===== src/rtl/obs_split_dispatch_34bit_pkg.sv =====
// Shared constants, tag encodings and FSM state type for the split dispatcher.
package obs_split_dispatch_34bit_pkg;

  // Operand width in coefficients (must be even), half width, sub-product width.
  localparam int N  = 34;
  localparam int H  = N / 2;
  localparam int PW = 2 * H - 1;

  // Fixed sub-product tag map: which halves of A and B feed each tag.
  localparam logic [1:0] TAG_EE = 2'd0;  // (Ae, Be)
  localparam logic [1:0] TAG_EO = 2'd1;  // (Ae, Bo)
  localparam logic [1:0] TAG_OE = 2'd2;  // (Ao, Be)
  localparam logic [1:0] TAG_OO = 2'd3;  // (Ao, Bo)

  typedef enum logic [1:0] {
    IDLE  = 2'd0,
    ISSUE = 2'd1,
    WAIT  = 2'd2,
    DONE  = 2'd3
  } state_t;

endpackage


===== src/rtl/obs_split_dispatch_34bit_split.sv =====
// Combinational even/odd de-interleave of one GF(2) polynomial operand.
module obs_even_odd_split
  import obs_split_dispatch_34bit_pkg::*;
#(
  parameter int n = N
) (
  input  logic [n-1:0]   op,
  output logic [n/2-1:0] even,
  output logic [n/2-1:0] odd
);

  // Coefficient 2k goes to even[k], coefficient 2k+1 goes to odd[k].
  always_comb begin
    even = '0;
    odd  = '0;
    for (int k = 0; k < n / 2; k++) begin
      even[k] = op[2*k];
      odd[k]  = op[2*k+1];
    end
  end

endmodule


===== src/rtl/obs_split_dispatch_34bit.sv =====
// Splits two n-bit GF(2) operands into even/odd halves, issues the four
// half-size sub-products to a shared multiplier and collects the results
// (in any order) for the downstream overlap stage.
module obs_split_dispatch_34bit
  import obs_split_dispatch_34bit_pkg::*;
#(
  parameter int n = N
) (
  input  logic           clk,
  input  logic           rst_n,
  input  logic           in_valid,
  output logic           in_ready,
  input  logic [n-1:0]   a_in,
  input  logic [n-1:0]   b_in,
  output logic           sub_valid,
  input  logic           sub_ready,
  output logic [n/2-1:0] sub_a,
  output logic [n/2-1:0] sub_b,
  output logic [1:0]     sub_tag,
  input  logic           res_valid,
  input  logic [1:0]     res_tag,
  input  logic [n-2:0]   res_data,
  output logic [n-2:0]   p1,
  output logic [n-2:0]   p2,
  output logic [n-2:0]   p3,
  output logic [n-2:0]   p4,
  output logic           out_valid,
  input  logic           out_ready,
  output logic           err
);

  localparam int h = n / 2;

  logic [h-1:0] a_even_s, a_odd_s, b_even_s, b_odd_s;
  logic [h-1:0] ae_r, ao_r, be_r, bo_r;
  state_t       state_r, state_s;
  logic [2:0]   cnt_r;     // next tag to issue; reaches 4 once all are issued
  logic [3:0]   mask_r;    // one bit per tag whose result has been stored
  logic         accept_s, issue_s, res_issued_s, res_ok_s;

  obs_even_odd_split #(.n(n)) u_split_a (.op(a_in), .even(a_even_s), .odd(a_odd_s));
  obs_even_odd_split #(.n(n)) u_split_b (.op(b_in), .even(b_even_s), .odd(b_odd_s));

  assign accept_s = in_valid & in_ready;
  assign issue_s  = sub_valid & sub_ready;
  assign sub_tag  = cnt_r[1:0];

  // A result is legal for a tag already issued, or the one handshaking now.
  assign res_issued_s = ({1'b0, res_tag} < cnt_r) ||
                        (issue_s && (res_tag == cnt_r[1:0]));
  assign res_ok_s     = res_valid && ((state_r == ISSUE) || (state_r == WAIT)) &&
                        res_issued_s && !mask_r[res_tag];

  // Next-state and handshake decode from the registered state.
  always_comb begin
    state_s   = state_r;
    in_ready  = 1'b0;
    sub_valid = 1'b0;
    out_valid = 1'b0;
    case (state_r)
      IDLE: begin
        in_ready = 1'b1;
        if (in_valid) state_s = ISSUE;
        else          state_s = IDLE;
      end
      ISSUE: begin
        sub_valid = 1'b1;
        if (sub_ready && (cnt_r == 3'd3)) begin
          if (mask_r == 4'hF) state_s = DONE;
          else                state_s = WAIT;
        end else begin
          state_s = ISSUE;
        end
      end
      WAIT: begin
        if (mask_r == 4'hF) state_s = DONE;
        else                state_s = WAIT;
      end
      DONE: begin
        out_valid = 1'b1;
        if (out_ready) state_s = IDLE;
        else           state_s = DONE;
      end
      default: state_s = IDLE;
    endcase
  end

  // Operand selection for the tag currently being offered.
  always_comb begin
    case (cnt_r[1:0])
      TAG_EE:  begin sub_a = ae_r; sub_b = be_r; end
      TAG_EO:  begin sub_a = ae_r; sub_b = bo_r; end
      TAG_OE:  begin sub_a = ao_r; sub_b = be_r; end
      TAG_OO:  begin sub_a = ao_r; sub_b = bo_r; end
      default: begin sub_a = '0;   sub_b = '0;   end
    endcase
  end

  // State, operand halves, issue counter, result collection and sticky error.
  always_ff @(posedge clk or negedge rst_n) begin
    if (!rst_n) begin
      state_r <= IDLE;
      cnt_r   <= 3'd0;
      mask_r  <= 4'h0;
      ae_r    <= '0;
      ao_r    <= '0;
      be_r    <= '0;
      bo_r    <= '0;
      p1      <= '0;
      p2      <= '0;
      p3      <= '0;
      p4      <= '0;
      err     <= 1'b0;
    end else begin
      state_r <= state_s;
      if (accept_s) begin
        ae_r   <= a_even_s;
        ao_r   <= a_odd_s;
        be_r   <= b_even_s;
        bo_r   <= b_odd_s;
        cnt_r  <= 3'd0;
        mask_r <= 4'h0;
      end else begin
        if (issue_s) cnt_r <= cnt_r + 3'd1;
        if (res_ok_s) begin
          mask_r[res_tag] <= 1'b1;
          case (res_tag)
            TAG_EE:  p1 <= res_data;
            TAG_EO:  p2 <= res_data;
            TAG_OE:  p3 <= res_data;
            TAG_OO:  p4 <= res_data;
            default: p1 <= p1;
          endcase
        end
      end
      if (res_valid && !res_ok_s) err <= 1'b1;
    end
  end

endmodule


===== config.mk =====
export PLATFORM = sky130hd
export DESIGN_NAME = obs_split_dispatch_34bit
export DESIGN_NICKNAME = d
export VERILOG_FILES = /design/src/rtl/obs_split_dispatch_34bit_pkg.sv /design/src/rtl/obs_split_dispatch_34bit_split.sv /design/src/rtl/obs_split_dispatch_34bit.sv
export SDC_FILE = /design/constraint.sdc
export NUM_CORES = 1
export LEC_CHECK = 0
export ABC_AREA = 0
export CAP_MARGIN = 25
export CORE_MARGIN = 8
export CORE_UTILIZATION = 35
export CTS_BUF_LIST = sky130_fd_sc_hd__clkbuf_8
export CTS_CLUSTER_SIZE = 14
export DETAILED_ROUTE_END_ITERATION = 8
export GPL_TIMING_DRIVEN = 1
export PLACE_DENSITY = 0.74
export SYNTH_ARGS = -nofsm -noshare
export SYNTH_HDL_FRONTEND = slang
export SYNTH_SLANG_ARGS = --single-unit

===== constraint.sdc =====
create_clock -name clk -period 2.7 [get_ports clk]
set_input_delay 0.54 -clock clk [delete_from_list [all_inputs] [get_ports clk]]
set_output_delay 0.54 -clock clk [all_outputs]
set_load 0.02 [all_outputs]

==> results of run 1 <==
==> layout by cell type (no fill, tap or decap), drive strengths merged <==
master and instances:
diode 1, nand2 13, mux2 236, inv 19
ha 10, and2b 2, nand3 2, a311oi 1
clkinv 5, a21o 1, buf 45, clkbuf 49
a21oi 6, clkdlybuf4s50 249, bufinv 1, o221ai 1
xnor2 1, nor2b 1, and3 1, nor2 9
nand4 4, o22ai 1, dfrtp 210, dlymetal6s2s 12
nand3b 1, a2111oi 1
==> per-stage QoR <==
| stage | total power [mW] | util [%] | TNS [ns] |
|---|---|---|---|
| detailed placement | 13.83 | 48.87 | 0 |
| global route | 17.61 | 52.13 | 0 |
| global placement | 13.65 | 48.87 | 0 |
| finish | 16.65 | 52.14 | 0 |
| floorplan | 9.945 | - | 0 |
| CTS | 16.90 | 51.96 | -0.7124 |
==> flip-flops by register name, summed over array words and instances, names as in the netlist <==
name,count
ae_r,17
ao_r,17
be_r,17
bo_r,17
cnt_r,3
err,1
mask_r,4
p1,33
p2,33
p3,33
p4,33
state_r,2
==> cell type report <==
cell class                 count  area, um2
clock buffer                  47      646.9
fill                        2110      12020
multi-input combinational    291       3481
tap                          330      412.9
timing repair buffer         308       3161
sequential                   210       5258
clock inverter                18      105.1
inverter                       7      26.28
antenna                        1      2.502
==> cell families (layout without fill, tap and decap cells) <==
family	Yosys count	count (layout)	share of synthesized area (%)
buffers and inverters	32	380	2.568
AOI/OAI and AO/OA	11	11	1.011
other	0	1	0
DFF	210	210	58.95
muxes	236	236	33.60
and+or+nand+nor	33	33	2.372
adders and majority gates	10	10	1.404
xor gates and xnor gates	1	1	0.09826
==> repair_timing <==
action,in CTS,in global routing
endpoints found under the setup margin,34,35
setup buffers,4,1
pin swaps,1,2
cloned,1,0
resized for setup,70,38
==> how the worst max path moves through the flow <==
stage	from	end	slack (ns)	depth (start not counted)
global placement	res_tag[1]	p3[18]	0.06	8
detailed placement	res_tag[0]	p4[26]	0.02	8
global route	cnt_r[0]	sub_b[4]	0.005	3
finish	cnt_r[0]	sub_b[4]	0.11	3
floorplan	cnt_r[0]	sub_a[0]	0.01	6
CTS	cnt_r[0]	sub_b[11]	-0.05	3
==> per-layer routing <==
layer | track usage (%) | wire [um] | up-vias
li1 | - | - | 2553
met1 | 19.02 | 10150 | 2804
met5 | 0 | 0 | -
met3 | 6.721 | 2536 | 38
met4 | 3.992 | 432 | 0
met2 | 23.63 | 10610 | 242
==> worst max-delay path: stages (launching register included) <==
cell	delay, ns
dfrtp_2	0.43
buf_8	0.20
mux2_2	0.35
clkdlybuf4s50_1	0.55
==> where the power goes <==
part	total (mW)	switching, mW	internal (mW)
sequential	5.50	0.867	4.64
combinational	8.20	3.67	4.53
clock	2.95	1.29	1.66
total	16.7	5.82	10.8
==> metrics.txt, run 1 <==
status finished clean; Routed Wire Length 23730 um; final net count 975; DRC violations left 0; final antenna-violating net count 0; total CTS buffers 38; total grt overflow 0; Setup CP Type flip-flop to output pin; Final Cell Area 13090 um2; via count 5637; Final HPWL DP 17250 um; reg2reg setup slack 0.40 ns; core area 25110 um2; Yosys Warn Count 0; area delta synth->final 46.86%; CTS Root Cell clkbuf_8; Post-synth EDFFs 0; startpoint types flip-flop; Rows 58; Setup WS pre-CTS 0.02219 ns; drt first-iter violations 237; Synth area leader dfrtp_1; Syn Area/Cell 16.73 um2; initial antenna violation count 1; Async SR Flop Fraction 100.0%; total track usage 15.22%; # setup viols final 0; IO Pins 281; Setup Skew 0.01351 ns; top-count cell post-synth dfrtp_1; worst hold path class input pin to asynchronous set/reset pin; Slew @ Worst Pin 0.5380 ns; fin crit period 2.589 ns; largest net degree at the start of global routing 73; Fin. Hold Viols 0; Synth cell types 29; Clock transition at path regs 0.06 ns; vias per inst 4.651; Power Density 1272 nW/um2; ranking of synthesized cells by area dfrtp_1, mux2_2, mux2_4; chip height 175.6 um; Final Cycle Share 95.88%; main flop type after synthesis dfrtp_1; synthesized area 8915 um2; # hold bufs at CTS 0; Leakage 6.154 nW; unrepaired setup endpoints after global routing false; drt pass-1 iters 4; element type at the critical path end output pin; number of global-route vias before repair 6306; Skew-Pair Late Insertion Delay 0.51 ns; die footprint 30830 um2; CTS tree done; Placed Area 12270 um2; setup ws final 0.1114 ns; gpl congestion 0.7217; fraction of final layout cells sized beyond drive strength 1 39.95%; synthesized instance count 533; Post-Layout Cell Count 1212; clk buf depth 3; Hold Slack 0.02350 ns; CTS Sinks 210; FF-to-FF Start cnt_r[0]; Wirelength per Cell 19.58 um; FF+latch count, synth 210; maxcap violations 0; R2R depth 9; data required time of the worst path 2.16 ns; FMAX 0.3863 GHz; H-tree levels 2; syn_nets 652; most instantiated cells after synthesis dfrtp_1, mux2_2, mux2_4; chip width 175.6 um; Slew Viols, Final 0; Worst slew margin 64.13%; first-pass GRT wire length 37370 um; Initial Util 35.50%; Inst Count DP 1142; Max IR drop VDD 0.7077 mV; sequential share of the synthesized area 58.95%; worst path arrival time 2.05 ns; area share of the largest cell type after synthesis 58.95%; port buffer count 280; Worst R2R End p3[10]; Crit Path Max Fanout 18
No activity file was read; power rests on OpenSTA's default activity.
==> inputs of run 2 (changes only) <==
Settings changed: CORE_MARGIN 8 to unset, CORE_UTILIZATION 35 to 44, PLACE_DENSITY 0.74 to 0.87.
==> metrics.txt, run 2 (synthesis results as in run 1) <==
Multi-input gate area 3451 um2; Routed Wire Length 21490 um; largest net degree at the start of global routing 72; total power 16.15 mW; Rows 51; setup ws final 0.1001 ns; Power Density 1263 nW/um2; startpoint types flip-flop; FF-to-FF Start cnt_r[1]; # setup viols final 0; clk buf depth 3; total grt overflow 0; Setup CP Type flip-flop to output pin; port buffer count 280; most common cell after layout, fill and taps aside clkdlybuf4s50_1; Slew Viols, Final 0; unrepaired setup endpoints after global routing false; # hold bufs at CTS 0; number of global-route vias before repair 5982; Worst R2R End p1[28]; maxcap violations 0; core area 19650 um2; Skew-Pair Late Insertion Delay 0.51 ns; fraction of final layout cells sized beyond drive strength 1 39.04%; Clock transition at path regs 0.06 ns; Initial Util 45.36%; die footprint 20830 um2; drt first-iter violations 116; IO Pins 281; H-tree levels 2; chip width 144.3 um; gr busiest metal met2; drt pass-1 iters 4; final net count 970; fin crit period 2.600 ns; final antenna-violating net count 0; most frequent cells in the layout clkdlybuf4s50_1, dfrtp_1, mux2_2; CTS Root Cell clkbuf_8; CTS tree done; R2R depth 8; Leakage 5.954 nW; Hold Slack 0.04064 ns; # fillers 1434; M1 GR Usage 25.24%; Setup WS pre-CTS 0.002526 ns; status finished clean; met2 Use GR 35.70%; CTS Sinks 210; initial antenna violation count 0; Antenna Cells 0; FMAX 0.3846 GHz; DRC violations left 0; total track usage 21.00%; Post-Route Utilization 65.06%; Setup Skew 0.03374 ns; via count 5561; Slew @ Worst Pin 0.5820 ns; Max IR drop VDD 0.6452 mV; worst hold path class input pin to asynchronous set/reset pin; Sum Neg Setup Slack 0 ns; Fin. Hold Viols 0; GR Layer Usage met3 6.556%; element type at the critical path end output pin; first-pass GRT wire length 33250 um; data required time of the worst path 2.16 ns; worst path arrival time 2.06 ns; chip height 144.3 um; Final HPWL DP 15280 um; gpl congestion 0.7454; reg2reg setup slack 0.51 ns; Reg area 5255 um2; total CTS buffers 36; area delta synth->final 43.42%; Worst slew margin 61.20%; Final Cycle Share 96.29%; Wirelength per Cell 18.92 um; vias per inst 4.895; Crit Path Max Fanout 10
## run 2: changes by cell type in the layout (fill, tap and decap cells not counted), sizes merged
cell           change
buf                -3
bufinv             -1
clkbuf             -5
clkdlybuf4s50     +11
clkinv             -1
clkinvlp           +1
diode              -1
dlymetal6s2s      -11
inv                -1
## run 2: per-stage QoR
| step | instances | cell area (um2) |
|---|---|---|
| floorplan | 533 | 8915 |
| global placement | 1075 | 12150 |
| detailed placement | 1075 | 12150 |
| CTS | 1136 | 12780 |
| global route | 1136 | 12790 |
| finish | 1136 | 12790 |
## run 2: how the worst max path moves through the flow
| stage | startpoint | endpoint | slack (ns) | depth (start not counted) |
|---|---|---|---|---|
| after floorplan | cnt_r[0] | sub_a[0] | 0.01 | 6 |
| after global placement | res_tag[0] | p2[0] | 0.05 | 9 |
| after detailed placement | res_tag[0] | p2[0] | 0.003 | 9 |
| after CTS | cnt_r[0] | sub_b[16] | 0.0002 | 5 |
| after global routing | cnt_r[0] | sub_a[1] | 0.0003 | 7 |
| final | cnt_r[0] | sub_b[3] | 0.10 | 3 |
## run 2: area by class of cell
class                      instances  area share (%)
timing repair buffer             305           24.01
clock buffer                      42           4.521
tap                              265           2.593
clock inverter                    16          0.5774
inverter                           7          0.2055
multi-input combinational        291           26.99
sequential                       210           41.10
## run 2: timing repair
item | 4_1_cts | 5_1_grt
pin swaps | 1 | 1
setup buffers | 2 | 0
resized for setup | 75 | 5
endpoints found under the setup margin | 18 | 10
cloned | 1 | 0
## run 2: critical path, cell delays in order (launching register included)
cell and delay, ns:
dfrtp_1 0.41, buf_4 0.23, mux2_2 0.35, clkdlybuf4s50_1 0.56
## run 2: power by group
group / total, mW / switching, mW / internal (mW)
logic: 8.05 / 3.60 / 4.45
registers: 5.48 / 0.843 / 4.63
clock network: 2.63 / 1.22 / 1.41
## run 2: per-layer routing
metal	vias up	share of wire (%)
met1	2777	40
met3	35	8.6
met2	221	49
met4	0	2.0
met5	-	0
li1	2528	-
==> inputs of run 3 (changes only) <==
Settings changed: ABC_AREA 0 to 1.
==> metrics.txt, run 3 <==
status finished clean; Worst Setup SP cnt_r[1]; largest net degree at the start of global routing 124; area delta synth->final 43.41%; Rows 52; Synth area leader dfrtp_1; Antenna Cells 0; end point of the critical path sub_a[12]; chip height 146.7 um; IO Pins 281; initial antenna violation count 0; clk buf depth 3; Fin. Hold Viols 0; startpoint types flip-flop; FMAX 0.3806 GHz; FF-to-FF Start cnt_r[0]; final net count 1440; Synth cell types 26; Setup WS pre-CTS 0.1571 ns; Max IR drop VDD 0.7873 mV; area share of the largest cell type after synthesis 57.03%; Final HPWL DP 18420 um; synthesized instance count 1039; total grt overflow 0; drt first-iter violations 475; Post-Route Utilization 64.89%; synthesized area 9214 um2; Slew @ Worst Pin 0.5420 ns; Final Cell Area 13210 um2; CP max stage delay 0.46 ns; CP Cell Sequence ha_4, nor2_4, clkbuf_16, buf_12, mux2_2, buf_2; data required time of the worst path 2.16 ns; # setup viols final 0; sequential share of the synthesized area 57.03%; worst path arrival time 2.09 ns; port buffer count 280; ranking of synthesized cells by area dfrtp_1, nand2_1, nand4_1; family with the most delay on the worst path flip-flops; Crit Path Max Fanout 7; maxcap violations 0; Reg area 5258 um2; Leakage 6.746 nW; chip width 146.7 um; Clock transition at path regs 0.06 ns; total CTS buffers 36; CTS Sinks 210; most frequent cells in the layout nand2_1, clkdlybuf4s50_1, dfrtp_1; fin crit period 2.628 ns; main flop type after synthesis dfrtp_1; total track usage 26.32%; Wirelength per Cell 17.55 um; Worst R2R End p4[24]; core area 20360 um2; Syn Area/Cell 8.868 um2; Skew-Pair Late Insertion Delay 0.54 ns; drt pass-1 iters 5; Power Density 1254 nW/um2; CTS Root Cell clkbuf_8; total power 16.57 mW; die footprint 21520 um2; element type at the critical path end output pin; CTS tree done; FF+latch count, synth 210; Setup Skew 0.03561 ns; Slowest-stage cell, CP dfrtp_2; Multi-input gate area 3507 um2; H-tree levels 2; Setup CP Type flip-flop to output pin; top-count cell post-synth nand2_1; # fillers 1626; via count 8580; Worst slew margin 63.86%; Slew Viols, Final 0; Initial Util 45.24%; reg2reg setup slack 0.62 ns; Async SR Flop Fraction 100.0%; most common cell after layout, fill and taps aside nand2_1; setup ws final 0.07241 ns; Crit path depth 6; Placed Area 12340 um2; worst hold path class flip-flop to flip-flop; Yosys Warn Count 0; Final Cycle Share 97.32%; unrepaired setup endpoints after global routing true; R2R depth 10; DRC violations left 0; syn_nets 1158; most instantiated cells after synthesis nand2_1, dfrtp_1, nand4_1; Post-synth EDFFs 0; vias per inst 5.319; Routed Wire Length 28310 um; Worst Path Buf+Inv 3; gpl congestion 0.8519; fraction of final layout cells sized beyond drive strength 1 11.02%; number of global-route vias before repair 8619; first-pass GRT wire length 44880 um; final antenna-violating net count 0
==> run 3: power breakdown <==
| part | switching (mW) | internal, mW | total [mW] |
|---|---|---|---|
| clock | 1.30 | 1.63 | 2.92 |
| combinational | 4.50 | 3.61 | 8.11 |
| sequential | 0.889 | 4.64 | 5.53 |
==> run 3: cell type report <==
cell class | count | area share [%]
clock buffers | 46 | 4.791
multi-input cells | 732 | 26.54
flip-flops and latches | 210 | 39.79
repair buffers | 320 | 24.97
clock inverters | 14 | 0.7386
inverters | 21 | 0.6155
well taps | 270 | 2.557
==> run 3: worst min-delay path by stage <==
stage / from / end / slack, ns / depth (start not counted)
floorplan: rst_n / ae_r[0] / 0.24 / 0
global placement: ae_r[10] / ae_r[10] / 0.46 / 2
detailed placement: ae_r[6] / ae_r[6] / 0.46 / 2
CTS: ae_r[6] / ae_r[6] / 0.48 / 2
global route: ao_r[7] / ao_r[7] / 0.49 / 2
finish: ae_r[6] / ae_r[6] / 0.47 / 2
==> run 3: cell families (layout without fill, tap and decap cells) <==
kind of cell	after synthesis	after routing	share of synthesized area [%]
AND/OR/NAND/NOR	689	689	33.16
flip-flops	210	210	57.03
buffers and inverters	97	401	5.513
AO/OA/AOI/OAI	17	17	0.9777
multiplexers	16	16	1.955
adder cells (fa/ha/maj)	10	10	1.358
==> run 3: repair_timing <==
| action | in CTS | in global routing |
|---|---|---|
| setup buffers | 8 | 1 |
| gates cloned | 0 | 1 |
| hold buffers | 1 | 0 |
| pin swaps | 0 | 1 |
| resized for setup | 59 | 34 |
| hold endpoints to repair | 53 | 0 |
| endpoints found under the setup margin | 18 | 13 |
==> run 3: worst register-to-register path, cell delays in order, from the launching register on <==
cell,delay [ns]
dfrtp_2,0.46
buf_4,0.17
ha_1,0.29
nand2_1,0.06
inv_1,0.05
nand2_2,0.07
nand3_4,0.14
nand4_4,0.14
buf_4,0.40
nand2_1,0.13
nand2_1,0.10
==> run 3: metrics by stage <==
step	hold slack (ns)	TNS, ns	std cells
after CTS	0.4755	-0.04168	1611
after floorplan	0.2444	0	1039
after global placement	0.4573	0	1542
after detailed placement	0.4594	0	1542
after global routing	0.4889	-0.02140	1613
final	0.4721	0	1613
==> run 3: routing by layer <==
metal	vias to the layer above	track usage [%]	share of wire, %
met2	463	44.41	49
li1	3962	-	-
met1	4072	31.95	38
met4	0	11.67	4.1
met3	83	6.491	9.1
met5	-	0	0
